==> src/rtl/dist_map_builder.sv <==
// Sweeps the tile grid once per start request and writes one distance/marker
// cell per tile into the back bank of a double-buffered distance RAM.
module dist_map_builder #(
    parameter int MAP_W      = 40,
    parameter int MAP_H      = 30,
    parameter int X_W        = 6,
    parameter int Y_W        = 5,
    parameter int NUM_GHOSTS = 2,
    parameter int D_W        = 8,
    parameter int TILE_W     = 4,
    parameter int WALL_CODE  = 1
) (
    input  logic                       CLOCK_50,
    input  logic                       reset,
    input  logic                       start,
    input  logic                       mode,
    input  logic [X_W-1:0]             pacman_x,
    input  logic [Y_W-1:0]             pacman_y,
    input  logic [X_W-1:0]             target_x,
    input  logic [Y_W-1:0]             target_y,
    input  logic [NUM_GHOSTS*X_W-1:0]  ghost_x,
    input  logic [NUM_GHOSTS*Y_W-1:0]  ghost_y,
    input  logic [NUM_GHOSTS*X_W-1:0]  prev_ghost_x,
    input  logic [NUM_GHOSTS*Y_W-1:0]  prev_ghost_y,
    output logic [X_W-1:0]             map_rd_x,
    output logic [Y_W-1:0]             map_rd_y,
    input  logic [TILE_W-1:0]          map_tile,
    output logic                       wr_en,
    output logic                       wr_bank,
    output logic [X_W-1:0]             wr_x,
    output logic [Y_W-1:0]             wr_y,
    output logic [D_W-1:0]             wr_data,
    output logic                       rd_bank,
    output logic                       busy,
    output logic                       done,
    output logic                       valid
);

    localparam logic [1:0] ST_IDLE  = 2'd0;
    localparam logic [1:0] ST_FETCH = 2'd1;
    localparam logic [1:0] ST_EVAL  = 2'd2;

    localparam int SUM_W = ((X_W > Y_W) ? X_W : Y_W) + 1;
    localparam int CMP_W = (SUM_W > D_W) ? SUM_W : D_W;

    localparam logic [D_W-1:0]   CELL_WALL  = {D_W{1'b1}};
    localparam logic [D_W-1:0]   CELL_GHOST = D_W'((2**D_W) - 2);
    localparam logic [D_W-1:0]   CELL_PREV  = D_W'((2**D_W) - 3);
    localparam logic [D_W-1:0]   CELL_SAT   = D_W'((2**D_W) - 4);
    localparam logic [CMP_W-1:0] SAT_LIM    = CMP_W'((2**D_W) - 4);

    logic [1:0]                  state_reg;
    logic [X_W-1:0]              x_reg;
    logic [Y_W-1:0]              y_reg;
    logic [X_W-1:0]              ref_x_reg;
    logic [Y_W-1:0]              ref_y_reg;
    logic [NUM_GHOSTS*X_W-1:0]   snap_gx_reg;
    logic [NUM_GHOSTS*Y_W-1:0]   snap_gy_reg;
    logic [NUM_GHOSTS*X_W-1:0]   snap_pgx_reg;
    logic [NUM_GHOSTS*Y_W-1:0]   snap_pgy_reg;
    logic                        busy_reg;
    logic                        done_reg;
    logic                        valid_reg;
    logic                        rd_bank_reg;

    logic                        last_x;
    logic                        last_tile;
    logic [NUM_GHOSTS-1:0]       ghost_hit;
    logic [NUM_GHOSTS-1:0]       prev_hit;
    logic [X_W-1:0]              dx;
    logic [Y_W-1:0]              dy;
    logic [SUM_W-1:0]            dist_sum;
    logic                        dist_over;
    logic [D_W-1:0]              cell_value;

    assign last_x    = (x_reg == X_W'(MAP_W - 1));
    assign last_tile = last_x && (y_reg == Y_W'(MAP_H - 1));

    // Only the reference point picked by mode is kept; the other is never needed.
    always_ff @(posedge CLOCK_50 or posedge reset) begin
        if (reset) begin
            state_reg    <= ST_IDLE;
            x_reg        <= '0;
            y_reg        <= '0;
            ref_x_reg    <= '0;
            ref_y_reg    <= '0;
            snap_gx_reg  <= '0;
            snap_gy_reg  <= '0;
            snap_pgx_reg <= '0;
            snap_pgy_reg <= '0;
            busy_reg     <= 1'b0;
            done_reg     <= 1'b0;
            valid_reg    <= 1'b0;
            rd_bank_reg  <= 1'b0;
        end else begin
            done_reg <= 1'b0;
            case (state_reg)
                ST_IDLE: begin
                    if (start) begin
                        ref_x_reg    <= mode ? target_x : pacman_x;
                        ref_y_reg    <= mode ? target_y : pacman_y;
                        snap_gx_reg  <= ghost_x;
                        snap_gy_reg  <= ghost_y;
                        snap_pgx_reg <= prev_ghost_x;
                        snap_pgy_reg <= prev_ghost_y;
                        x_reg        <= '0;
                        y_reg        <= '0;
                        busy_reg     <= 1'b1;
                        state_reg    <= ST_FETCH;
                    end
                end
                ST_FETCH: begin
                    state_reg <= ST_EVAL;
                end
                ST_EVAL: begin
                    if (last_tile) begin
                        // Park the counters at the origin so no off-grid address is ever driven.
                        x_reg       <= '0;
                        y_reg       <= '0;
                        busy_reg    <= 1'b0;
                        done_reg    <= 1'b1;
                        valid_reg   <= 1'b1;
                        rd_bank_reg <= ~rd_bank_reg;
                        state_reg   <= ST_IDLE;
                    end else begin
                        if (last_x) begin
                            x_reg <= '0;
                            y_reg <= y_reg + 1'b1;
                        end else begin
                            x_reg <= x_reg + 1'b1;
                        end
                        state_reg <= ST_FETCH;
                    end
                end
                default: begin
                    state_reg <= ST_IDLE;
                end
            endcase
        end
    end

    for (genvar gi = 0; gi < NUM_GHOSTS; gi++) begin : g_match
        assign ghost_hit[gi] = (snap_gx_reg[gi*X_W +: X_W] == x_reg) &&
                               (snap_gy_reg[gi*Y_W +: Y_W] == y_reg);
        assign prev_hit[gi]  = (snap_pgx_reg[gi*X_W +: X_W] == x_reg) &&
                               (snap_pgy_reg[gi*Y_W +: Y_W] == y_reg);
    end

    // The sum is one bit wider than either axis so it cannot wrap before saturation.
    always_comb begin
        dx        = (ref_x_reg >= x_reg) ? (ref_x_reg - x_reg) : (x_reg - ref_x_reg);
        dy        = (ref_y_reg >= y_reg) ? (ref_y_reg - y_reg) : (y_reg - ref_y_reg);
        dist_sum  = SUM_W'(dx) + SUM_W'(dy);
        dist_over = (CMP_W'(dist_sum) > SAT_LIM);
    end

    always_comb begin
        cell_value = '0;
        if (map_tile == TILE_W'(WALL_CODE)) begin
            cell_value = CELL_WALL;
        end else if (|ghost_hit) begin
            cell_value = CELL_GHOST;
        end else if (|prev_hit) begin
            cell_value = CELL_PREV;
        end else if (dist_over) begin
            cell_value = CELL_SAT;
        end else begin
            cell_value = D_W'(dist_sum);
        end
    end

    assign map_rd_x = x_reg;
    assign map_rd_y = y_reg;
    assign wr_en    = (state_reg == ST_EVAL);
    assign wr_x     = x_reg;
    assign wr_y     = y_reg;
    assign wr_data  = wr_en ? cell_value : '0;
    assign wr_bank  = ~rd_bank_reg;
    assign rd_bank  = rd_bank_reg;
    assign busy     = busy_reg;
    assign done     = done_reg;
    assign valid    = valid_reg;

endmodule

==> config.mk <==
export PLATFORM = sky130hd
export DESIGN_NAME = dist_map_builder
export DESIGN_NICKNAME = d
export VERILOG_FILES = /design/src/rtl/dist_map_builder.sv
export SDC_FILE = /design/constraint.sdc
export NUM_CORES = 1
export LEC_CHECK = 0
export BUFFER_PORTS_ARGS = -buffer_cell sky130_fd_sc_hd__buf_2
export CAP_MARGIN = 20
export CORE_ASPECT_RATIO = 0.5
export CORE_MARGIN = 3
export CORE_UTILIZATION = 59
export DETAILED_ROUTE_END_ITERATION = 7
export PLACE_DENSITY = 0.89
export SLEW_MARGIN = 10
export SYNTH_ARGS = -nofsm -noshare
export SYNTH_HDL_FRONTEND = slang
export SYNTH_SLANG_ARGS = --single-unit
==> constraint.sdc <==
create_clock -name CLOCK_50 -period 8.36 [get_ports CLOCK_50]
set_clock_uncertainty 0.15 [all_clocks]
set_input_delay 1.254 -clock CLOCK_50 [delete_from_list [all_inputs] [get_ports CLOCK_50]]
set_output_delay 1.254 -clock CLOCK_50 [all_outputs]
set_load 0.02 [all_outputs]
==> metrics.md <==
| Metric | Value |
|---|---|
| Final worst-path cycle share | 68.28% |
| Most common cell in the netlist | dfrtp_1 |
| Status | completed |
| Final Setup Violations | 0 |
| Setup TNS Final | 0 ns |
| Hold endpoint | valid |
| Sequential area share after synthesis | 38.91% |
| Met2 wire len | 5612 µm |
| Antenna violations before repair | 0 |
| CP max FO | 11 |
| Met3 WL | 748 µm |
| DRT iter0 DRCs | 402 |
| Longest Clk Path Bufs | 2 |
| Routed length per placed instance | 17.46 µm |
| GPL Wtd Cong | 0.8747 |
| Min Tclk post-route | 5.708 ns |
| Row Count | 22 |
| Final wirelength | 11580 µm |
| Slowest stage cell, crit path | dfrtp_1 |
| Slowest stage delay, CP | 0.65 ns |
| Metal1 wirelength | 4973 µm |
| Type of the most critical hold path | flop to flop |
| Vias per inst | 5.667 |
| Hold Path Depth | 1 |
| Power per Cell Area | 486.8 nW/µm² |
| Core area | 7460 µm² |
| CP arrival | 4.30 ns |
| Placement Cell Area | 5166 µm² |
| TritonCTS clock tree | done |
| Total setup buffers inserted after CTS | 0 |
| Worst relative slew slack | 39.09% |
| Crit Reg-Reg Startpoint | map_rd_x[1] |
| Syn-to-layout area delta | 17.97% |
| Mapped Nets | 567 |
| Ports | 110 |
| Critical Path End Type | primary output |
| Clock Sinks | 72 |
| Congestion Overflow GR | 0 |
| Via count | 3757 |
| CTS buffer count | 9 |
| Async SR Flop Fraction | 100.0% |
| N_diodes | 0 |
| Synth area leaders | dfrtp_1, mux2_2, xnor2_1 |
| LEAKAGE | 2.566 nW |
| Vias in the first global route | 3710 |
| DP HPWL | 8201 µm |
| Die area | 9012 µm² |
| Worst path cell trace | inv_1, ha_1, nor2b_1, o21ai_0, a31oi_1, o21ai_0, nand3_1, nand2_1, ha_1, a21o_1, a21oi_1, o21bai_1, a21oi_1, xnor3_1, a21oi_1, buf_2 |
| RSZ-0062 raised after global routing | no |
| Slew @ Worst Pin | 0.9136 ns |
| Top Layer Used | met4 |
| CTS Hold Buffers Added | 0 |
| H-tree lvl count | 3 |
| Clock-pin slew on the worst setup and hold paths | 0.06 ns |
| Routed Antenna Nets | 0 |
| Fmax | 0.1752 GHz |
| Top cell by count, worst path | a21oi_1 |
| Filler cells | 508 |
| Nets | 657 |
| CTS resizes | 0 |
| Post-synth top area cell | dfrtp_1 |
| Max-slew violations | 0 |
| Post-synth EDFFs | 0 |
| Synth cell types | 45 |
| Pre-antenna DRT Iters | 5 |
| Port bufs | 109 |
| Largest net degree at the start of global routing | 73 |
| Total of max-cap violations | 0 |
| Hold Crit Start | valid |
| Main synth FF type | dfrtp_1 |
| Layout cells sized above 1 | 32.07% |
| Post-Synthesis Cells | 460 |
| Post-Layout Inst Area | 5463 µm² |
| CTS root buf | clkbuf_16 |
| Die X | 131.3 µm |
| Starting density of the core | 62.08% |
| First-pass GRT wire length | 18110 µm |
| Clock latency on the worst-skew pair | 0.33 ns |
| RR Endpoint | map_rd_y[0] |
| YS warnings | 0 |
| Avg Inst Size Synth | 10.07 µm² |
| Maximum VDD drop | 0.0002700 V |
| Type of the worst setup path | flop to primary output |
| CP Launch Type | flop |
| Register-to-register setup slack | 6.11 ns |
| Chip Height | 68.65 µm |
| DR DRC count | 0 |
| Tot GR Track Use | 25.53% |
| Final Hold Viols | 0 |
| Worst EP required | 6.96 ns |
| Yosys reg bits | 72 |
| Worst R2R Path Depth | 6 |
| Synthesized area | 4631 µm² |
| Post-synth top area share | 38.91% |
| Synth top cells by count | dfrtp_1, xnor2_1, mux2_2 |
[through the flow]
stage	cells	total power [mW]	utilization [%]	worst slack [ns]	hold WS, ns
3_3_place_gp	647	2.175	69.26	3.285	0.2948
6_report	663	2.659	73.23	2.652	0.3330
2_1_floorplan	460	1.874	-	3.256	0.2766
4_1_cts	663	2.643	73.23	2.744	0.3310
5_1_grt	663	2.852	73.23	2.335	0.3446
3_5_place_dp	647	2.224	69.26	3.132	0.3135
[worst max-delay path, delay by kind of cell (launching register included)]
family	cells	cell delay, ns
AOI/OAI and AO/OA	8	1.61
DFF	1	0.65
adders and majority gates	2	0.63
buffers and inverters	2	0.42
and+or+nand+nor	3	0.41
xor gates and xnor gates	1	0.23
[per-layer routing]
layer	global-route usage [%]	up-vias
li1	-	1743
met1	32.70	1820
met2	44.72	164
met3	5.145	30
met4	9.031	0
met5	0	-
[how the worst max path moves through the flow]
stage	startpoint	end	slack, ns	depth (start not counted)
global route	map_rd_y[1]	wr_data[5]	2.33	16
detailed placement	map_rd_y[1]	wr_data[5]	3.13	16
floorplan	map_rd_y[1]	wr_data[5]	3.26	16
global placement	map_rd_y[1]	wr_data[5]	3.28	16
CTS	map_rd_y[1]	wr_data[5]	2.74	16
finish	map_rd_y[1]	wr_data[5]	2.65	16
[cells in the final DEF, fill, tap and decap left out, types with 5 or more instances in the layout]
master / netlist / final
clkbuf_16: 0 / 9
nand3_1: 9 / 9
nor2_1: 34 / 34
nand2_1: 19 / 19
xnor2_1: 52 / 52
mux2i_1: 12 / 12
o21ai_0: 13 / 13
inv_1: 37 / 36
mux2_2: 45 / 45
ha_1: 28 / 28
buf_2: 3 / 109
nor2b_1: 5 / 5
fa_1: 5 / 5
nand4_1: 15 / 15
o21bai_1: 5 / 5
a21oi_1: 31 / 31
dfrtp_1: 72 / 72
[area by class of cell]
cell class / count / area, µm² / area share, %
Multi-Input combinational cell: 317 / 2515 / 46.04
Clock buffer: 10 / 229.0 / 4.191
Sequential cell: 72 / 1802 / 32.98
Tap cell: 108 / 135.1 / 2.474
Inverter: 37 / 138.9 / 2.542
Clock inverter: 6 / 67.56 / 1.237
Timing Repair Buffer: 113 / 575.6 / 10.54
[logic make-up after synthesis]
family | count (synthesis) | synth area share (%)
and+or+nand+nor | 95 | 9.754
AOI/OAI and AO/OA | 76 | 10.29
DFF | 72 | 38.91
buffers and inverters | 71 | 6.890
muxes | 57 | 13.54
xor gates and xnor gates | 56 | 10.89
adders and majority gates | 33 | 9.727
[report_power, final]
group | leakage [nW] | switching (mW) | internal (mW)
registers | 0.862 | 0.188 | 0.506
logic | 1.56 | 0.858 | 0.722
clock network | 0.139 | 0.153 | 0.232
No activity file was read; power rests on OpenSTA's default activity.
